[src/rtl/seq_sub_pkg.sv]
// Shared constants, state encoding and counter sizing for the sequential carry-select subtractor.
// Optional overflow output is enabled by defining SEQ_SUB_OVF_EN.
package seq_sub_pkg;

    localparam int WIDTH_DEF  = 64;
    localparam int SLICE_DEF  = 8;
    localparam int NSLICE_DEF = WIDTH_DEF / SLICE_DEF;

    function automatic int cnt_bits(input int n);
        return (n > 1) ? $clog2(n) : 1;
    endfunction

    localparam int CNT_W = cnt_bits(NSLICE_DEF);

    typedef enum logic [1:0] {
        IDLE = 2'd0,
        RUN  = 2'd1,
        DONE = 2'd2
    } state_t;

endpackage

[src/rtl/csel_sub_slice.sv]
// Combinational carry-select subtract slice: two ripple borrow chains (borrow-in 0 and 1)
// computed in parallel, the incoming borrow picks the difference and borrow-out.
module csel_sub_slice
    import seq_sub_pkg::*;
#(
    parameter int SLICE = SLICE_DEF
) (
    input  logic [SLICE-1:0] x,
    input  logic [SLICE-1:0] y,
    input  logic             bsel,
    output logic [SLICE-1:0] diff,
    output logic             bout
);

    logic [SLICE:0]   br0;
    logic [SLICE:0]   br1;
    logic [SLICE-1:0] d0;
    logic [SLICE-1:0] d1;

    assign br0[0] = 1'b0;
    assign br1[0] = 1'b1;

    generate
        for (genvar gi = 0; gi < SLICE; gi++) begin : g_bit
            assign d0[gi]    = x[gi] ^ y[gi] ^ br0[gi];
            assign d1[gi]    = x[gi] ^ y[gi] ^ br1[gi];
            // Borrow is generated when x<y, propagated when x==y
            assign br0[gi+1] = (~x[gi] & y[gi]) | (~(x[gi] ^ y[gi]) & br0[gi]);
            assign br1[gi+1] = (~x[gi] & y[gi]) | (~(x[gi] ^ y[gi]) & br1[gi]);
        end
    endgenerate

    assign diff = bsel ? d1 : d0;
    assign bout = bsel ? br1[SLICE] : br0[SLICE];

endmodule

[src/rtl/seq_csel_sub_64.sv]
// Multi-cycle subtractor diff = a - b - bin, one SLICE-bit carry-select step per cycle, LSB first.
// Defining SEQ_SUB_OVF_EN adds a signed-overflow output ovf.
module seq_csel_sub_64
    import seq_sub_pkg::*;
#(
    parameter int WIDTH = WIDTH_DEF,
    parameter int SLICE = SLICE_DEF
) (
    input  logic             clk,
    input  logic             rst,
    input  logic             in_valid,
    output logic             in_ready,
    input  logic [WIDTH-1:0] a,
    input  logic [WIDTH-1:0] b,
    input  logic             bin,
    output logic             out_valid,
    input  logic             out_ready,
    output logic [WIDTH-1:0] diff,
    output logic             bout,
`ifdef SEQ_SUB_OVF_EN
    output logic             ovf,
`endif
    output logic             zero
);

    localparam int NSLICE = WIDTH / SLICE;
    localparam int CW     = cnt_bits(NSLICE);

    state_t            state_q, state_d;
    logic [CW-1:0]     cnt_q, cnt_d;
    logic [WIDTH-1:0]  a_q, a_d;
    logic [WIDTH-1:0]  b_q, b_d;
    logic [WIDTH-1:0]  res_q, res_d;
    logic              brw_q, brw_d;
    logic              zero_q, zero_d;
    logic [SLICE-1:0]  slc_diff;
    logic              slc_bout;
`ifdef SEQ_SUB_OVF_EN
    logic              a_msb_q, a_msb_d;
    logic              b_msb_q, b_msb_d;
`endif

    csel_sub_slice #(.SLICE(SLICE)) u_slice (
        .x    (a_q[SLICE-1:0]),
        .y    (b_q[SLICE-1:0]),
        .bsel (brw_q),
        .diff (slc_diff),
        .bout (slc_bout)
    );

    always_comb begin
        state_d = state_q;
        cnt_d   = cnt_q;
        a_d     = a_q;
        b_d     = b_q;
        res_d   = res_q;
        brw_d   = brw_q;
        zero_d  = zero_q;
`ifdef SEQ_SUB_OVF_EN
        a_msb_d = a_msb_q;
        b_msb_d = b_msb_q;
`endif
        case (state_q)
            IDLE: begin
                if (in_valid) begin
                    a_d     = a;
                    b_d     = b;
                    brw_d   = bin;
                    cnt_d   = '0;
                    state_d = RUN;
`ifdef SEQ_SUB_OVF_EN
                    a_msb_d = a[WIDTH-1];
                    b_msb_d = b[WIDTH-1];
`endif
                end
            end
            RUN: begin
                a_d   = a_q >> SLICE;
                b_d   = b_q >> SLICE;
                res_d = {slc_diff, res_q[WIDTH-1:SLICE]};
                brw_d = slc_bout;
                cnt_d = cnt_q + CW'(1);
                if (cnt_q == CW'(NSLICE - 1)) begin
                    state_d = DONE;
                end
            end
            DONE: begin
                // Latch the flag so it keeps holding after the result is consumed
                zero_d = ~|res_q;
                if (out_ready) begin
                    state_d = IDLE;
                end
            end
            default: state_d = IDLE;
        endcase
    end

    always_ff @(posedge clk) begin
        if (rst) begin
            state_q <= IDLE;
            cnt_q   <= '0;
            a_q     <= '0;
            b_q     <= '0;
            res_q   <= '0;
            brw_q   <= 1'b0;
            zero_q  <= 1'b0;
`ifdef SEQ_SUB_OVF_EN
            a_msb_q <= 1'b0;
            b_msb_q <= 1'b0;
`endif
        end else begin
            state_q <= state_d;
            cnt_q   <= cnt_d;
            a_q     <= a_d;
            b_q     <= b_d;
            res_q   <= res_d;
            brw_q   <= brw_d;
            zero_q  <= zero_d;
`ifdef SEQ_SUB_OVF_EN
            a_msb_q <= a_msb_d;
            b_msb_q <= b_msb_d;
`endif
        end
    end

    assign in_ready  = (state_q == IDLE);
    assign out_valid = (state_q == DONE);
    assign diff      = res_q;
    assign bout      = brw_q;
    assign zero      = (state_q == DONE) ? ~|res_q : zero_q;
`ifdef SEQ_SUB_OVF_EN
    assign ovf       = (a_msb_q != b_msb_q) && (res_q[WIDTH-1] != a_msb_q);
`endif

endmodule

[config.mk]
export PLATFORM = sky130hd
export DESIGN_NAME = seq_csel_sub_64
export DESIGN_NICKNAME = d
export VERILOG_FILES = /design/src/rtl/seq_sub_pkg.sv /design/src/rtl/csel_sub_slice.sv /design/src/rtl/seq_csel_sub_64.sv
export SDC_FILE = /design/constraint.sdc
export NUM_CORES = 1
export LEC_CHECK = 0
export BUFFER_PORTS_ARGS = -buffer_cell sky130_fd_sc_hd__buf_2
export CORE_MARGIN = 2
export CORE_UTILIZATION = 45
export DETAILED_ROUTE_END_ITERATION = 10
export PLACE_DENSITY = 0.71
export SLEW_MARGIN = 20
export SYNTH_ARGS = -nofsm -noshare
export SYNTH_HDL_FRONTEND = slang
export SYNTH_HIERARCHICAL = 1
export SYNTH_SLANG_ARGS = --single-unit
[constraint.sdc]
create_clock -name clk -period 5.91 [get_ports clk]
set_input_delay 1.182 -clock clk [delete_from_list [all_inputs] [get_ports clk]]
set_output_delay 1.182 -clock clk [all_outputs]
set_load 0.1 [all_outputs]
Yosys cells after proc, flatten, opt, wreduce, memory -nomap -nowiden
Cells that the tools add are included.
{ "op_classes": {"n_bitwise": 75, "n_lt_le_gt_ge": 0, "n_addsub": 1, "n_eq_ne": 6, "n_div": 0, "n_mux": 15, "mul": 0, "n_reduce_logical": 6, "shifts": 0} }
{ "op_table": {"columns": ["op", "n"], "rows": [
  ["$pmux W64 S2", 2],
  ["$mux W64", 2],
  ["$reduce_or A64 Y1", 1],
  ["$and A1 B1 Y1", 22],
  ["$xor A1 B1 Y1", 22],
  ["$not A1 Y1", 16],
  ["$or A1 B1 Y1", 15],
  ["$mux W8", 1],
  ["$mux W2", 3],
  ["$pmux W2 S3", 1],
  ["$pmux W3 S2", 1],
  ["$ne A2 B2 Y1 const B", 2],
  ["$add A3 B1 Y3 const B", 1],
  ["$eq A3 B3 Y1 const B", 1],
  ["$mux W1", 3],
  ["$mux W3", 1],
  ["$reduce_and A3 Y1", 1],
  ["$eq A2 B1 Y1 const B", 1],
  ["$eq A2 B2 Y1 const B", 1],
  ["$logic_not A2 Y1", 1],
  ["$ne A2 B1 Y1 const B", 1],
  ["$pmux W1 S2", 1],
  ["$reduce_and A2 Y1", 1],
  ["$reduce_bool A2 Y1", 1],
  ["$logic_not A1 Y1", 1]
]} }
{ "totals": {"ff_bits": 199, "memories": 0, "latchBits": 0, "word_cells": 110, "output_inout_bits": 68, "romBits": 0, "ramBits": 0} }

Logic depth before layout (Yosys ltp)
Gate-level depths: netlist of the first run.
{ "depth": {"ltp_word": 19, "ltp_mapped": 16, "depth_no_buf": 16} }

Modules after synthesis
The synthesis of the first run kept the hierarchy.
{ "modules_own_cells": {"columns": ["module", "cells_each", "area_each_um2", "instances"], "rows": [
  ["seq_csel_sub_64", 1136, 8541.9, 1],
  ["csel_sub_slice", 29, 246.5, 1]
]} }

Worst setup path after synthesis of the first run
Ideal clock, no wire load.
{ "synth_timing": {"path_type": "register to output", "startpoint": "reg res_q[63], in the netlist diff[63]", "endpoint": "out zero", "slack_ps": 1658, "n_path_buf": 0, "arrival_ps": 3070, "stages_incl_launch_ff": 5, "path_cell_list": "dfxtp_1 -> nor4_2 -> nand4_1 -> or4_4 -> o21ai_1"} }
{ "synth_via": {"elab_chain_cells": 3} }
{ "synth_lines": {"columns": ["item", "line_no", "rtl"], "rows": [
  ["start: declaration", "seq_csel_sub_64.sv:33", "logic [WIDTH-1:0] res_q, res_d;"],
  ["start signal: assignment", "seq_csel_sub_64.sv:116", "res_q <= res_d;"],
  ["$reduce_or A64 Y1", "seq_csel_sub_64.sv:130", "assign zero = (state_q == DONE) ? ~|res_q : zero_q;"],
  ["$logic_not A1 Y1", "seq_csel_sub_64.sv:130", null],
  ["$mux W1", null, null],
  ["end: declaration", "seq_csel_sub_64.sv:23", "output logic zero"]
]} }
Every way passes these cells.

Worst setup path in the final report of the first run
{ "layout_timing": {"startpoint": "reg a_q[0]", "endpoint": "reg res_q[63], in the netlist diff[63]"} }
{ "layout_via": {"elab_chain_cells": 17, "word_cells_on_any_way": 32} }
{ "layout_lines": {"columns": ["item", "line_no", "rtl"], "rows": [
  ["start: declaration", "seq_csel_sub_64.sv:31", "logic [WIDTH-1:0] a_q, a_d;"],
  ["start signal: assignment", "seq_csel_sub_64.sv:102", "a_q <= '0;"],
  ["start signal: assignment", "seq_csel_sub_64.sv:114", "a_q <= a_d;"],
  ["$not A1 Y1 / $xor A1 B1 Y1 (equally long branches)", "csel_sub_slice.sv:28, csel_sub_slice.sv:29", null],
  ["$and A1 B1 Y1 / $not A1 Y1 (equally long branches)", "csel_sub_slice.sv:28, csel_sub_slice.sv:29", null],
  ["$or A1 B1 Y1", "csel_sub_slice.sv:29", "assign br1[gi+1] = (~x[gi] & y[gi]) | (~(x[gi] ^ y[gi]) & br1[gi]);"],
  ["$and A1 B1 Y1", "csel_sub_slice.sv:29", null],
  ["$or A1 B1 Y1", "csel_sub_slice.sv:29", null],
  ["$and A1 B1 Y1", "csel_sub_slice.sv:29", null],
  ["$or A1 B1 Y1", "csel_sub_slice.sv:29", null],
  ["$and A1 B1 Y1", "csel_sub_slice.sv:29", null],
  ["[... 2 more ...]", null, null],
  ["$or A1 B1 Y1", "csel_sub_slice.sv:29", null],
  ["$and A1 B1 Y1", "csel_sub_slice.sv:29", null],
  ["$or A1 B1 Y1", "csel_sub_slice.sv:29", null],
  ["$and A1 B1 Y1", "csel_sub_slice.sv:29", null],
  ["$or A1 B1 Y1", "csel_sub_slice.sv:29", null],
  ["$xor A1 B1 Y1", "csel_sub_slice.sv:26", "assign d1[gi] = x[gi] ^ y[gi] ^ br1[gi];"],
  ["$mux W8 *", "csel_sub_slice.sv:33", "assign diff = bsel ? d1 : d0;"],
  ["via slc_diff[7]", "seq_csel_sub_64.sv:36", "logic [SLICE-1:0] slc_diff;"]
]} }
The timed path passes the listed nets; every way through them passes the cells marked *.
A chain may end at the register's enable or synchronous reset.

==> flow_summary.toml, run 1 <==
[route]
vias = 8298
detail_route.wl_per_cell_um = 15.4
final_antenna_net_count = 0
routed_via_density = 5.27
drt-pass1-iter-count = 5
first_iter_violations = 629
wirelength_mm = 24.2
drc = 0

[yosys]
yosys.area_share.adder = 0.0216
syn_avg_cell_area_sq_um = 7.54
ys_warn_count = 6
yosysUniqueCellTypes = 29
syn_area_sq_um = 8790
synth_top_family_by_area = "simple AND/OR/NAND/NOR gates"
yosysSeqAreaShare = 0.453
synthXorXnorAreaFrac = 0.000997
syn_inst = 1165
yosys.area_share.simple = 0.299
ys_seq_elements = 199
yosys-mux-area-fraction = 0
synth_nets = 1309
synth_compound_area_frac = 0.168

[cts]
cts_tree = "built"
htree_levels = 4
cts-root-buf = "clkbuf_16"
ctsHoldBuffers = 0
clkLatencyLatePin_ns = 0.44
clock_path_buffers = 2
numCtsBuffers = 17
cts_sinks = 199
post_cts_buffers = 0
cts_resized = 0
path_clk_slew_ns = 0.07

[min_path]
min_path_type = "reg2reg"
min_path_cells = 2
min_from = "diff[0]"
whs_endpoint = "diff[0]"

[timing]
fin_skew_ns = 0.0121
finalCritPeriodShare = 0.650
final-max-slew-violation-count = 0
fin_setup_tns_ns = 0
min_period_ns = 3.84
slew-limit-headroom = 0.280
rsz0062_at_grt = "no"
tightestPinTransition_ns = 1.08
timing.fmax_mhz = 260
setup_viol = 0
hold_violations = 0

[place]
port-buffer-count = 200
dp_hpwl_mm = 15.8
gp_congestion = 0.834
place_inst = 1538

[worst_setup_path]
reg2reg_depth = 14
startpoint_type = "flip-flop"
critPathCaptureType = "flip-flop"
r2r_end = "diff[63]"
required_ns = 6.20
crit_arrival_ns = 4.13
crit_type = "reg2reg"
r2r-start = "a_q[0]"
crit_path_max_fanout = 3
regToRegSetupSlack_ns = 2.07

[global_route]
grt_pass1_wl_mm = 39.0
grt_antenna_before_repair = 6
grt.total_usage = 0.234
grt_pass1_vias = 7660
grt_overflow = 0
grt_max_degree = 97

[floorplan]
start_util = 0.455
num_rows = 51
die-area_sq_um = 20700
die_y_um = 144
ioPinCount = 201
die_w_um = 144
core_area_sq_um = 19300

[cells_and_area]
final_cell_mix = "357 x nor2_1, 198 x buf_2, 197 x dfxtp_1, 130 x nand2_1, 113 x nor3_1"
layout_commonest_cell = "nor2_1"
fillers = 1894
finalNonFillerCells = 1574
syn_to_final_growth_pct = 18.3
nets = 1436
drive_gt1_frac = 0.194

[pwr]
leakage_uw = 0.00474
ir_drop_mv = 0.217
p_per_area_nw_per_um2 = 314

[outcome]
status = "finished clean"

[flow_run]
maxCapViolations = 0
power breakdown:
part | switching [uW] | internal (uW) | total, uW
logic | 361 | 231 | 592
registers | 67.0 | 1440 | 1500
clock network | 564 | 601 | 1170
total | 992 | 2270 | 3260
critical path, cell delays in order, from the launching register on:
cell	delay, ns
dfxtp_1	0.36
inv_1	0.06
ha_1	0.17
nor2_1	0.11
a21oi_1	0.06
fa_1	0.40
fa_1	0.39
fa_1	0.39
fa_1	0.39
fa_1	0.39
fa_1	0.37
inv_1	0.07
fa_1	0.40
nand2_1	0.07
a21oi_1	0.06
how the worst max path moves through the flow:
stage / end / slack [ns] / start
global route: bout / 1.87 / a_q[0]
global placement: diff[63] / 2.21 / a_q[0]
finish: diff[63] / 2.07 / a_q[0]
floorplan: zero / 1.66 / diff[63]
detailed placement: bout / 2.12 / a_q[0]
CTS: bout / 2.09 / a_q[0]
cell families after synthesis:
kind of cell	Yosys count
AND/OR/NAND/NOR	634
buffers and inverters	120
adder cells (fa/ha/maj)	11
flip-flops	199
XOR/XNOR	1
AO/OA/AOI/OAI	200
per-stage QoR:
step | cell area (sq um) | utilization | power [uW] | setup slack, ns | hold WS (ns)
2_1_floorplan | 8790 | - | 1970 | 1.66 | 0.468
3_3_place_gp | 9800 | 0.507 | 2110 | 2.21 | 0.462
3_5_place_dp | 9800 | 0.507 | 2120 | 2.12 | 0.463
4_1_cts | 10400 | 0.537 | 3290 | 2.09 | 0.476
5_1_grt | 10400 | 0.537 | 3420 | 1.87 | 0.493
6_report | 10400 | 0.538 | 3260 | 2.07 | 0.475
routing by layer:
metal | track usage | share of wire | vias to the layer above
met2 | 0.368 | 0.46 | 231
met4 | 0.0666 | 0.014 | 6
met5 | 0 | 0.0014 | -
met1 | 0.322 | 0.46 | 3863
met3 | 0.0533 | 0.067 | 31
li1 | - | - | 4167
state kept, by name, indices dropped and copies added (netlist names):
register,flops
a_q,64
b_q,64
bout,1
cnt_q,3
diff,64
state_q,2
zero_q,1
cell usage after synthesis:
cell         n  share of area
dfxtp_1    199           0.45
o22ai_1      5         0.0036
a2bb2oi_1  108           0.11
buf_1        9         0.0038
and2_1       1        0.00071
nor3_1     113          0.064
nor4_2       3         0.0043
fa_1         7          0.016
nor2b_1      5         0.0036
o31ai_4      1         0.0024
inv_1       17         0.0073
nand4_1      3         0.0021
nor4_1      13         0.0093
nor2_1     359           0.15
a22oi_1     18          0.015
or4_4        1         0.0013
nand2b_1     3         0.0021
xnor2_1      1         0.0010
or2_1        1        0.00071
ha_1         4         0.0057
buf_4        3         0.0026
a21oi_1     67          0.038
buf_2       36          0.021
o21ai_1      1        0.00057
clkbuf_1    53          0.023
nand2_1    130          0.056
nand3b_1     1        0.00085
nand3_1      1        0.00057
inv_2        2        0.00085
layout make-up:
class / count / area, sq um / share of cell area
inverters: 19 / 73.8 / 0.00710
diodes: 4 / 10.0 / 0.000963
well taps: 265 / 332 / 0.0319
clock inverters: 15 / 159 / 0.0153
flip-flops and latches: 199 / 3990 / 0.384
multi-input cells: 846 / 4320 / 0.415
clock buffers: 17 / 425 / 0.0409
repair buffers: 209 / 1090 / 0.105
(Power assumes the default switching activity.)
==> run 2: changes to the inputs <==
Settings changed: PLACE_DENSITY 0.71 to 0.74.
Clock period 5.91 ns to 3.4 ns, I/O delays scaled along.
==> run 2 against run 1 <==
Against the previous run:
- the flow now finishes with violations (setup timing)
- setup slack worse by 2.1 ns
- wire length down 1.7%
- sequential share of layout area down 0.36 points
- global-route usage down 0.50 points
- final area up 1.1%
- die area unchanged
- final cell count about the same
- first-iteration DRC count down 12%
- non-clock buffer count up 5
- clock-buffer cell count unchanged
- maximum frequency up 11%
- critical endpoint is now bout
- highest routed layer unchanged
==> flow_summary.toml, run 2 (synthesis results as in run 1) <==
[outcome]
status = "finished with violations"
violations = "setup timing"

[floorplan]
ioPinCount = 201
num_rows = 51
die_y_um = 144
core_area_sq_um = 19300
die-area_sq_um = 20700
start_util = 0.455
die_w_um = 144

[worst_setup_path]
crit_top_cell = "fa_2"
crit_arrival_ns = 3.78
startpoint_type = "flip-flop"
max_stage_delay_ns = 0.35
critPathCaptureType = "flip-flop"
reg2reg_depth = 16
required_ns = 3.70
slowest_stage = "fa_2"
path_cells = "inv_2 -> ha_4 -> nor2_4 -> a21oi_2 -> fa_2 -> fa_2 -> fa_2 -> fa_2 -> fa_2 -> fa_2 -> inv_2 -> fa_2 -> inv_1 -> o22ai_1 -> nor2b_2 -> nor3_1"
crit_path_max_fanout = 2
crit_type = "reg2reg"

[global_route]
met1_usage = 0.289
grt_max_degree = 92
grt_antenna_before_repair = 2
grt_pass1_vias = 7677
grtUsageMet3 = 0.0523
grtUsageMet2 = 0.389
grt_overflow = 0
grt.total_usage = 0.229
grt-busiest-layer = "met2"
grt_pass1_wl_mm = 38.0

[pwr]
switching_share = 0.300
p_per_area_nw_per_um2 = 536
p_sw_uw = 1690
seqPwrFrac = 0.464
leakage_uw = 0.00478
pwr-share-comb = 0.185
ir_drop_mv = 0.337
p_int_uw = 3940
total_power_uw = 5630
p_clk_frac = 0.351

[place]
port-buffer-count = 200
dp_worst_setup_slack_ns = -0.125
dp_hpwl_mm = 15.7
gp_congestion = 0.771

[timing]
final-max-slew-violation-count = 0
timing.fmax_mhz = 288
tightestPinTransition_ns = 0.775
setup_viol = 2
rsz0062_at_grt = "yes"
finalCritPeriodShare = 1.02
slew-limit-headroom = 0.483
hold_violations = 0
fin_skew_ns = 0.00913
min_period_ns = 3.47
fin_ws_ns = -0.0743

[route]
vias = 8339
drt-pass1-iter-count = 7
final_antenna_net_count = 0
first_iter_violations = 552
drc = 0
wirelength_mm = 23.8
detail_route.wl_per_cell_um = 15.1
routed_via_density = 5.29

[cts]
cts_tree = "built"
path_clk_slew_ns = 0.07
cts_sinks = 199
clock_path_buffers = 2
clkLatencyLatePin_ns = 0.43
cts-root-buf = "clkbuf_16"
htree_levels = 4
ctsHoldBuffers = 0
numCtsBuffers = 17

[cells_and_area]
final_cell_mix = "356 x nor2_1, 198 x buf_2, 194 x dfxtp_1, 130 x nand2_1, 113 x nor3_1"
final_util = 0.544
syn_to_final_growth_pct = 19.6
n_antenna_cell = 0
layout_commonest_cell = "nor2_1"
drive_gt1_frac = 0.210
nets = 1441

[flow_run]
maxCapViolations = 0

[min_path]
min_path_cells = 2
min_path_type = "reg2reg"
==> run 2: worst max-delay path, delay by kind of cell, from the launching register on <==
kind                     cells  cell delay (ns)
flip-flops                   1             0.33
AO/OA/AOI/OAI                2             0.17
AND/OR/NAND/NOR              3             0.30
buffers and inverters        3             0.14
adder cells (fa/ha/maj)      8             2.39
==> run 2: layout make-up <==
| class | instances | area [sq um] |
|---|---|---|
| repair buffers | 214 | 1180 |
| multi-input cells | 846 | 4360 |
| flip-flops and latches | 199 | 4000 |
| inverters | 19 | 73.8 |
| clock inverters | 15 | 141 |
| well taps | 265 | 332 |
| clock buffers | 17 | 425 |
| fillers | 1894 | 8820 |
==> run 2: timing repair <==
item	4_1_cts	5_1_grt
gates cloned	0	0
gates resized for setup	11	1
setup endpoints to repair	2	2
buffers inserted	0	0
==> run 2: worst paths after layout <==
kind	from	to	slack [ns]
max	a_q[0]	bout	-0.07
min	diff[3]	diff[3]	0.47
max reg2reg	a_q[0]	bout	-0.07
min reg2reg	diff[3]	diff[3]	0.47
==> run 2: through the flow <==
| step | TNS (ns) | area [sq um] | hold slack [ns] | instances |
|---|---|---|---|---|
| global route | -0.379 | 10500 | 0.469 | 1575 |
| floorplan | -0.0265 | 8810 | 0.468 | 1165 |
| CTS | -0.126 | 10500 | 0.466 | 1575 |
| global placement | -0.133 | 9910 | 0.457 | 1543 |
| detailed placement | -0.250 | 9910 | 0.465 | 1543 |
| finish | -0.137 | 10500 | 0.474 | 1575 |
==> run 2: per-layer routing <==
layer	share of wire	wire (um)
met5	0.00097	23
met4	0.021	500
met3	0.059	1400
met2	0.49	11600
met1	0.43	10300
==> run 2: power by group through the flow <==
stage	sequential, uW	clock [uW]	combinational, uW
final	2610	1980	1040
after global routing	2640	2120	1160
after CTS	2620	2010	1050
after detailed placement	2670	0	1040
after global placement	2660	0	1020
after floorplan	2760	0	679
